===== src/rtl/prog_timer_if.sv =====
// Control and status bundle for prog_timer: commands toward the timer,
// count/status back to the controller.
interface prog_timer_if #(
    parameter int WIDTH = 4
) ();
    logic             start;
    logic             stop;
    logic             clear;
    logic             load;
    logic [WIDTH-1:0] load_value;
    logic             mode;
    logic [WIDTH-1:0] timer;
    logic             running;
    logic             expired;

    modport master (
        output start, stop, clear, load, load_value, mode,
        input  timer, running, expired
    );

    modport slave (
        input  start, stop, clear, load, load_value, mode,
        output timer, running, expired
    );
endinterface


===== src/rtl/prog_timer.sv =====
// Programmable up/down tick timer with prescaler, optional auto-reload in
// down mode and a registered one-cycle expiry pulse.
module prog_timer #(
    parameter int TICK_DIV = 1000000,
    parameter int WIDTH    = 4,
    parameter bit RELOAD   = 1'b0
) (
    input  logic        clock,
    input  logic        reset,
    prog_timer_if.slave bus
);
    localparam int              PW       = $clog2(TICK_DIV);
    localparam logic [PW-1:0]   PRE_LAST = PW'(TICK_DIV - 1);
    localparam logic [PW-1:0]   PRE_ONE  = PW'(1);
    localparam logic [WIDTH-1:0] CNT_ONE = WIDTH'(1);
    localparam logic [WIDTH-1:0] CNT_MAX = '1;

    typedef enum logic [1:0] {IDLE, RUN, DONE} state_t;

    state_t           state_reg, state_next;
    logic [PW-1:0]    pre_reg, pre_next;
    logic [WIDTH-1:0] timer_reg, timer_next;
    logic [WIDTH-1:0] reload_reg, reload_next;
    logic             mode_reg, mode_next;
    logic             expired_reg, expired_next;
    logic             tick;

    assign tick = (state_reg == RUN) && (pre_reg == PRE_LAST);

    always_ff @(posedge clock or negedge reset) begin
        if (!reset) begin
            state_reg   <= IDLE;
            pre_reg     <= '0;
            timer_reg   <= '0;
            reload_reg  <= '0;
            mode_reg    <= 1'b0;
            expired_reg <= 1'b0;
        end else begin
            state_reg   <= state_next;
            pre_reg     <= pre_next;
            timer_reg   <= timer_next;
            reload_reg  <= reload_next;
            mode_reg    <= mode_next;
            expired_reg <= expired_next;
        end
    end

    // Control actions form one priority chain; any of them pre-empts a tick.
    always_comb begin
        state_next   = state_reg;
        pre_next     = pre_reg;
        timer_next   = timer_reg;
        reload_next  = reload_reg;
        mode_next    = mode_reg;
        expired_next = 1'b0;
        if (bus.clear) begin
            timer_next = '0;
            pre_next   = '0;
            state_next = IDLE;
        end else if (bus.load) begin
            timer_next  = bus.load_value;
            reload_next = bus.load_value;
            pre_next    = '0;
            state_next  = IDLE;
        end else if (bus.stop) begin
            if (state_reg == RUN) begin
                state_next = IDLE;
            end
        end else if (bus.start && (state_reg != RUN)) begin
            // A down count from zero has nothing to do, so it never starts.
            if (!(bus.mode && (timer_reg == '0))) begin
                mode_next  = bus.mode;
                state_next = RUN;
            end
        end else if (state_reg == RUN) begin
            if (tick) begin
                pre_next = '0;
                if (!mode_reg) begin
                    timer_next   = timer_reg + CNT_ONE;
                    expired_next = (timer_reg == CNT_MAX);
                end else if (timer_reg > CNT_ONE) begin
                    timer_next = timer_reg - CNT_ONE;
                end else begin
                    expired_next = 1'b1;
                    if (RELOAD && (reload_reg != '0)) begin
                        timer_next = reload_reg;
                    end else begin
                        timer_next = '0;
                        state_next = DONE;
                    end
                end
            end else begin
                pre_next = pre_reg + PRE_ONE;
            end
        end
    end

    assign bus.timer   = timer_reg;
    assign bus.running = (state_reg == RUN);
    assign bus.expired = expired_reg;
endmodule


===== src/flat_wrapper.sv =====
// flat-port wrapper written by rule: the top's interface ports become plain ports
module prog_timer_flat 
#(
    parameter int TICK_DIV = 1000000,
    parameter int WIDTH    = 4,
    parameter bit RELOAD   = 1'b0
)
  (clock, reset, bus_start, bus_stop, bus_clear, bus_load, bus_load_value, bus_mode, bus_timer, bus_running, bus_expired);
  prog_timer_if #(.WIDTH(WIDTH)) bus_i ();
  input  logic clock;
  input  logic reset;
  input wire logic [$bits(bus_i.start)-1:0] bus_start;
  input wire logic [$bits(bus_i.stop)-1:0] bus_stop;
  input wire logic [$bits(bus_i.clear)-1:0] bus_clear;
  input wire logic [$bits(bus_i.load)-1:0] bus_load;
  input wire logic [$bits(bus_i.load_value)-1:0] bus_load_value;
  input wire logic [$bits(bus_i.mode)-1:0] bus_mode;
  output wire logic [$bits(bus_i.timer)-1:0] bus_timer;
  output wire logic [$bits(bus_i.running)-1:0] bus_running;
  output wire logic [$bits(bus_i.expired)-1:0] bus_expired;
  assign bus_i.start = bus_start;
  assign bus_i.stop = bus_stop;
  assign bus_i.clear = bus_clear;
  assign bus_i.load = bus_load;
  assign bus_i.load_value = bus_load_value;
  assign bus_i.mode = bus_mode;
  assign bus_timer = bus_i.timer;
  assign bus_running = bus_i.running;
  assign bus_expired = bus_i.expired;
  prog_timer #(.TICK_DIV(TICK_DIV), .WIDTH(WIDTH), .RELOAD(RELOAD)) u_core (.clock(clock), .reset(reset), .bus(bus_i));
endmodule

===== config.mk =====
export PLATFORM = sky130hd
export DESIGN_NAME = prog_timer_flat
export DESIGN_NICKNAME = d
export VERILOG_FILES = /design/src/rtl/prog_timer_if.sv /design/src/rtl/prog_timer.sv /design/src/flat_wrapper.sv
export SDC_FILE = /design/constraint.sdc
export NUM_CORES = 1
export LEC_CHECK = 0
export BUFFER_PORTS_ARGS = -buffer_cell sky130_fd_sc_hd__buf_2
export CAP_MARGIN = 25
export CORE_MARGIN = 2
export CORE_UTILIZATION = 59
export CTS_BUF_LIST = sky130_fd_sc_hd__clkbuf_16
export CTS_CLUSTER_SIZE = 28
export DETAILED_ROUTE_END_ITERATION = 10
export PLACE_DENSITY_LB_ADDON = 0.1
export SLEW_MARGIN = 20
export SYNTH_ARGS = -nofsm -noshare
export SYNTH_HDL_FRONTEND = slang
export SYNTH_SLANG_ARGS = --single-unit
export TNS_END_PERCENT = 100

===== constraint.sdc =====
create_clock -name clock -period 2.4 [get_ports clock]
set_clock_uncertainty 0.15 [all_clocks]
set_input_delay 0.24 -clock clock [delete_from_list [all_inputs] [get_ports clock]]
set_output_delay 0.24 -clock clock [all_outputs]
set_load 0.01 [all_outputs]

Word level (Yosys, flattened, before mapping)
Cells that the tools add are included.
{"block": "word_totals", "input_bits": 11, "elab_cells": 67, "ff_bits": 28}
{"block": "op_classes", "n_mux": 32, "reduce_logical": 13, "add_sub_neg": 3, "n_eq_ne": 9, "bitwise_logic": 4, "order_cmp": 1}
{"cell": "20-bit two-way mux", "n": 6}
{"cell": "4-bit two-way mux", "n": 8}
{"cell": "20-bit by 1-bit adder with 20-bit output, second input constant", "n": 1}
{"cell": "20-bit equality test, second input constant", "n": 1}
{"cell": "2-bit two-way mux", "n": 10}
{"cell": "5-bit nonzero test", "n": 2}
{"cell": "1-bit two-way mux", "n": 8}
{"cell": "6-bit AND reduction", "n": 1}
{"cell": "3-bit nonzero test", "n": 2}
{"cell": "5-bit by 4-bit != test with 1-bit output, second input constant", "n": 1}
{"cell": "5-bit != test, second input constant", "n": 1}
{"cell": "5-bit AND reduction", "n": 1}
{"cell": "4-bit by 1-bit adder with 4-bit output, second input constant", "n": 1}
{"cell": "4-bit equality test, second input constant", "n": 1}
{"cell": "4-bit by 1-bit > comparator with 1-bit output, second input constant", "n": 1}
{"cell": "4-bit logical NOT", "n": 1}
{"cell": "4-bit by 1-bit != test with 1-bit output, second input constant", "n": 1}
{"cell": "1-bit NOT", "n": 4}
{"cell": "4-bit AND reduction", "n": 1}
{"cell": "4-bit nonzero test", "n": 1}
{"cell": "4-bit by 1-bit subtractor with 4-bit output, second input constant", "n": 1}
{"cell": "1-bit logical AND", "n": 3}
{"cell": "3-bit by 1-bit != test with 1-bit output, second input constant", "n": 1}
{"cell": "3-bit != test, second input constant", "n": 1}
{"cell": "other kinds (3)", "n": 3}

Logic depth before layout (Yosys ltp)
{"block": "depth", "depth_word": 9, "ltp_mapped": 7, "mapped_depth_nobuf": 6}

Worst setup path before layout
No wires, ideal clock.
{"block": "synth_path", "kind": "register -> register", "from": "register u_core.timer_reg[0], in the netlist u_core.bus.timer[0]", "to": "register u_core.timer_reg[3], in the netlist u_core.bus.timer[3]", "path_buffers": 0, "setup_slack_ps": 288, "setup_ps": 67, "t_arrival_ps": 1896, "path_stages_with_launch": 7, "cell_sequence": "dfrtp_1 -> inv_1 -> ha_1 -> or2_2 -> o41a_1 -> a311oi_1 -> a221o_1"}
{"block": "synth_via", "elab_chain_cells": 9, "word_cells_on_any_way": 11}
{"item": "from (decl)", "line": "prog_timer.sv:22", "source": "logic [WIDTH-1:0] timer_reg, timer_next;"}
{"item": "from (signal assigned)", "line": "prog_timer.sv:41", "source": "timer_reg <= timer_next;"}
{"item": "4-bit by 1-bit subtractor with 4-bit output / 4-bit by 1-bit > comparator with 1-bit output (equally long branches)", "line": "prog_timer.sv:82, prog_timer.sv:81"}
{"item": "4-bit two-way mux", "line": "prog_timer.sv:81", "source": "end else if (timer_reg > CNT_ONE) begin"}
{"item": "4-bit two-way mux (*)", "line": "prog_timer.sv:78", "source": "if (!mode_reg) begin"}
{"item": "4-bit two-way mux (*)", "line": "prog_timer.sv:76", "source": "if (tick) begin"}
{"item": "4-bit two-way mux (*)", "line": "prog_timer.sv:75", "source": "end else if (state_reg == RUN) begin"}
{"item": "4-bit two-way mux (*)", "line": "prog_timer.sv:69", "source": "end else if (bus.start && (state_reg != RUN)) begin"}
{"item": "4-bit two-way mux (*)", "line": "prog_timer.sv:65", "source": "end else if (bus.stop) begin"}
{"item": "4-bit two-way mux (*)", "line": "prog_timer.sv:60", "source": "end else if (bus.load) begin"}
{"item": "4-bit two-way mux (*)", "line": "prog_timer.sv:56", "source": "if (bus.clear) begin"}
Mark *: on every way between the ends. The rest lies on a longest branch, timed or not. The select of a mux whose other input is x is not followed.
A chain may end at the register's enable or synchronous reset.

Final worst setup path
{"block": "layout_path", "from": "register u_core.pre_reg[0]", "to": "register u_core.pre_reg[6]"}
{"block": "layout_via", "elab_chain_cells": 8, "word_cells_on_any_way": 9}
{"item": "from (decl)", "line": "prog_timer.sv:21", "source": "logic [PW-1:0] pre_reg, pre_next;"}
{"item": "from (signal assigned)", "line": "prog_timer.sv:40", "source": "pre_reg <= pre_next;"}
{"item": "branches (longest 2 deep; another with 20-bit by 1-bit adder with 20-bit output)"}
{"item": "20-bit two-way mux (*)", "line": "prog_timer.sv:76"}
{"item": "20-bit two-way mux (*)", "line": "prog_timer.sv:75"}
{"item": "20-bit two-way mux (*)", "line": "prog_timer.sv:69"}
{"item": "20-bit two-way mux (*)", "line": "prog_timer.sv:65"}
{"item": "20-bit two-way mux (*)", "line": "prog_timer.sv:60"}
{"item": "20-bit two-way mux (*)", "line": "prog_timer.sv:56"}
Every way passes the cells marked *. The select of a mux whose other input is x is not followed.

==> qor.yml <==
cells_and_area:
  largest_reg_flops: 20
  syn2layout_area_growth_pct: 13.0
  fill_cells: 265
  multi_input_area_um2: 1100
  drive_gt1_frac: 0.167
  diodes: 0
  ff_latch_area_um2: 701
  final_cell_mix: "28 x dfrtp_1, 17 x nor2_1, 16 x o21ai_0, 16 x buf_2, 14 x a21oi_1"
  final_area_um2: 2130
  nets: 243
  final_common_cell: "dfrtp_1"
power:
  pwr_density_cell_nw_per_um2: 524
  p_leak_nw: 0.816
  intPower_uw: 859
  p_comb_frac: 0.101
  ir_drop_mv: 0.248
  pwr-share-seq: 0.452
  switching_share: 0.230
  p_clk_frac: 0.447
  switchingPower_uw: 257
  finalPower_mw: 1.12
timing:
  worstMarginPinSlew_ns: 0.625
  period_share: 0.937
  slew_headroom: 0.582
  drv_slew: 0
  rsz0062_at_grt: "no"
  final.min_clock_period_ns: 2.25
  clock.fmax_ghz: 0.445
  setup_tns_ns: 0
  hold_viol_final: 0
  setup_viol: 0
critical_path:
  r2r_cells: 5
  ff2ff_setup_slack_ns: 0.15
  start_kind: "register"
  path_class: "reg2reg"
  worst_ep_arrival_time_ns: 2.24
  crit_start: "u_core.pre_reg[0]"
  r2r-end: "u_core.pre_reg[6]"
  cp.required_ns: 2.39
  worstPathMaxFanout: 17
  regToRegStartpoint: "u_core.pre_reg[0]"
  end_kind: "register"
synthesis:
  synth-compound-area-share: 0.234
  ys_seq_area_frac: 0.372
  syn_avg_cell_area_um2: 9.06
  muxShareOfSynthArea: 0.00531
  synth_area_leader_cell: "dfrtp_1"
  synth_top_area_frac: 0.372
  netlist_area_um2: 1880
  synth-xor-area-share: 0.0325
  synth-simple-area-share: 0.284
  synth-seq-cells: 28
  synthAdderAreaFrac: 0.0266
  postSynth.asyncResetShare: 1.00
  synth_area_leaders: "dfrtp_1 37%, o21ai_0 4.2%, a21oi_1 3.7%, nor2_1 3.4%, ha_1 2.7%"
  syn-num-nets: 223
  synthCells: 208
  synth.distinct_cells: 55
  synth_top_family_by_area: "simple AND/OR/NAND/NOR gates"
  synthFlopType: "dfrtp_1"
  yosys_warnings: 0
  synth_edf_count: 0
clock_tree:
  cts_buffer_depth: 2
  cts.sinks: 28
  insertion_delay_ns: 0.27
  clk_pin_slew_worst_paths_ns: 0.07
  h-tree-depth: 1
  root_buffer: "clkbuf_16"
  postCtsResizedCells: 0
  cts_setup_buffers: 0
  cts_tree: "done"
  cts_buffers: 3
detailed_routing:
  dr.first_iter.drc_count: 125
  vias: 1705
  first_pass_iters: 5
  routed_wl_um: 4260
  via_per_inst: 6.29
  routedWlPerCell_um: 15.7
  ant_nets: 0
  remaining_drc_errors: 0
grt:
  gr-total-overflow: 0
  first_global_vias: 1603
  track_usage: 0.261
  grt_max_degree: 29
  antenna_found_initial: 0
  grt_first_pass_wirelength_um: 7270
run:
  drv_cap: 0
placement:
  dp_hpwl_um: 3070
  globalplace.congestion: 0.929
  io_buffers: 16
  place_area_um2: 2010
worst_hold_path:
  hold_depth: 2
  hp-start: "bus_load_value[3]"
  hp-class: "in2reg"
  min_to: "u_core.bus.timer[3]"
floorplanning:
  start_util: 0.617
  num_rows: 20
  die_x_um: 60.5
  core-area_um2: 3050
  die-area_um2: 3660
  ios: 17
  die_h_um: 60.5
status:
  status: "finished, final reports clean"
[cell families (layout without fill, tap and decap cells)]
logic type | count (synthesis) | in the layout
and+or+nand+nor | 90 | 90
buffers and inverters | 18 | 37
adders and majority gates | 4 | 4
xor gates and xnor gates | 7 | 7
DFF | 28 | 28
AOI/OAI and AO/OA | 60 | 60
muxes | 1 | 1
[through the flow]
step	util	worst slack, ns	hold slack (ns)	instances
2_1_floorplan	-	0.288	-0.206	208
3_3_place_gp	0.660	0.257	0.134	266
3_5_place_dp	0.660	0.169	0.146	266
4_1_cts	0.698	0.153	0.0697	271
5_1_grt	0.698	0.00730	0.0706	271
6_report	0.698	0.150	0.0744	271
[layer usage]
metal | global-route usage | part of all wire | vias to the layer above
li1 | - | - | 830
met1 | 0.373 | 0.47 | 823
met2 | 0.416 | 0.47 | 48
met3 | 0.0362 | 0.048 | 4
met4 | 0.0807 | 0.0087 | 0
met5 | 0 | 0 | -
[layout make-up]
type | instances | area share
Clock inverter | 1 | 0.0141
Tap cell | 44 | 0.0259
Clock buffer | 3 | 0.0353
Inverter | 10 | 0.0176
Multi-Input combinational cell | 162 | 0.515
Timing Repair Buffer | 23 | 0.0635
Sequential cell | 28 | 0.329
[power by group through the flow]
stage / Sequential [mW] / Clock, mW / Combinational (mW)
floorplan: 0.499 / 0 / 0.0815
global placement: 0.510 / 0 / 0.107
detailed placement: 0.513 / 0 / 0.111
CTS: 0.504 / 0.504 / 0.113
global route: 0.507 / 0.520 / 0.127
finish: 0.505 / 0.499 / 0.112
[cells in the mapped netlist, types with 3 or more instances]
library cell,n
a211o_1,3
a21oi_1,14
a311oi_1,3
and3_1,4
clkbuf_1,4
dfrtp_1,28
ha_1,4
inv_1,10
nand2_1,10
nand2b_1,3
nand3_1,10
nand3b_1,4
nand4_1,6
nor2_1,17
o2111ai_1,3
o211ai_1,4
o21ai_0,16
or2_2,5
or3_1,8
xor2_1,5
[worst max path at each step]
stage | to | depth (start not counted) | slack [ns]
after detailed placement | u_core.pre_reg[3] | 5 | 0.17
after global placement | u_core.pre_reg[5] | 5 | 0.26
after global routing | u_core.pre_reg[3] | 5 | 0.007
after floorplan | u_core.bus.timer[3] | 6 | 0.29
after CTS | u_core.pre_reg[6] | 5 | 0.15
final | u_core.pre_reg[6] | 5 | 0.15
[worst max-delay path, stage by stage, from the launching register on]
cell	delay [ns]
dfrtp_1	0.41
ha_1	0.21
nand3_2	0.16
or4_1	0.64
o21ai_4	0.44
nor2_1	0.11
[timing repair]
item                       in CTS  in global routing
hold endpoints to repair       28                  0
setup endpoints to repair       0                  0
hold buffers                    1                  0
(Power assumes the default switching activity.)
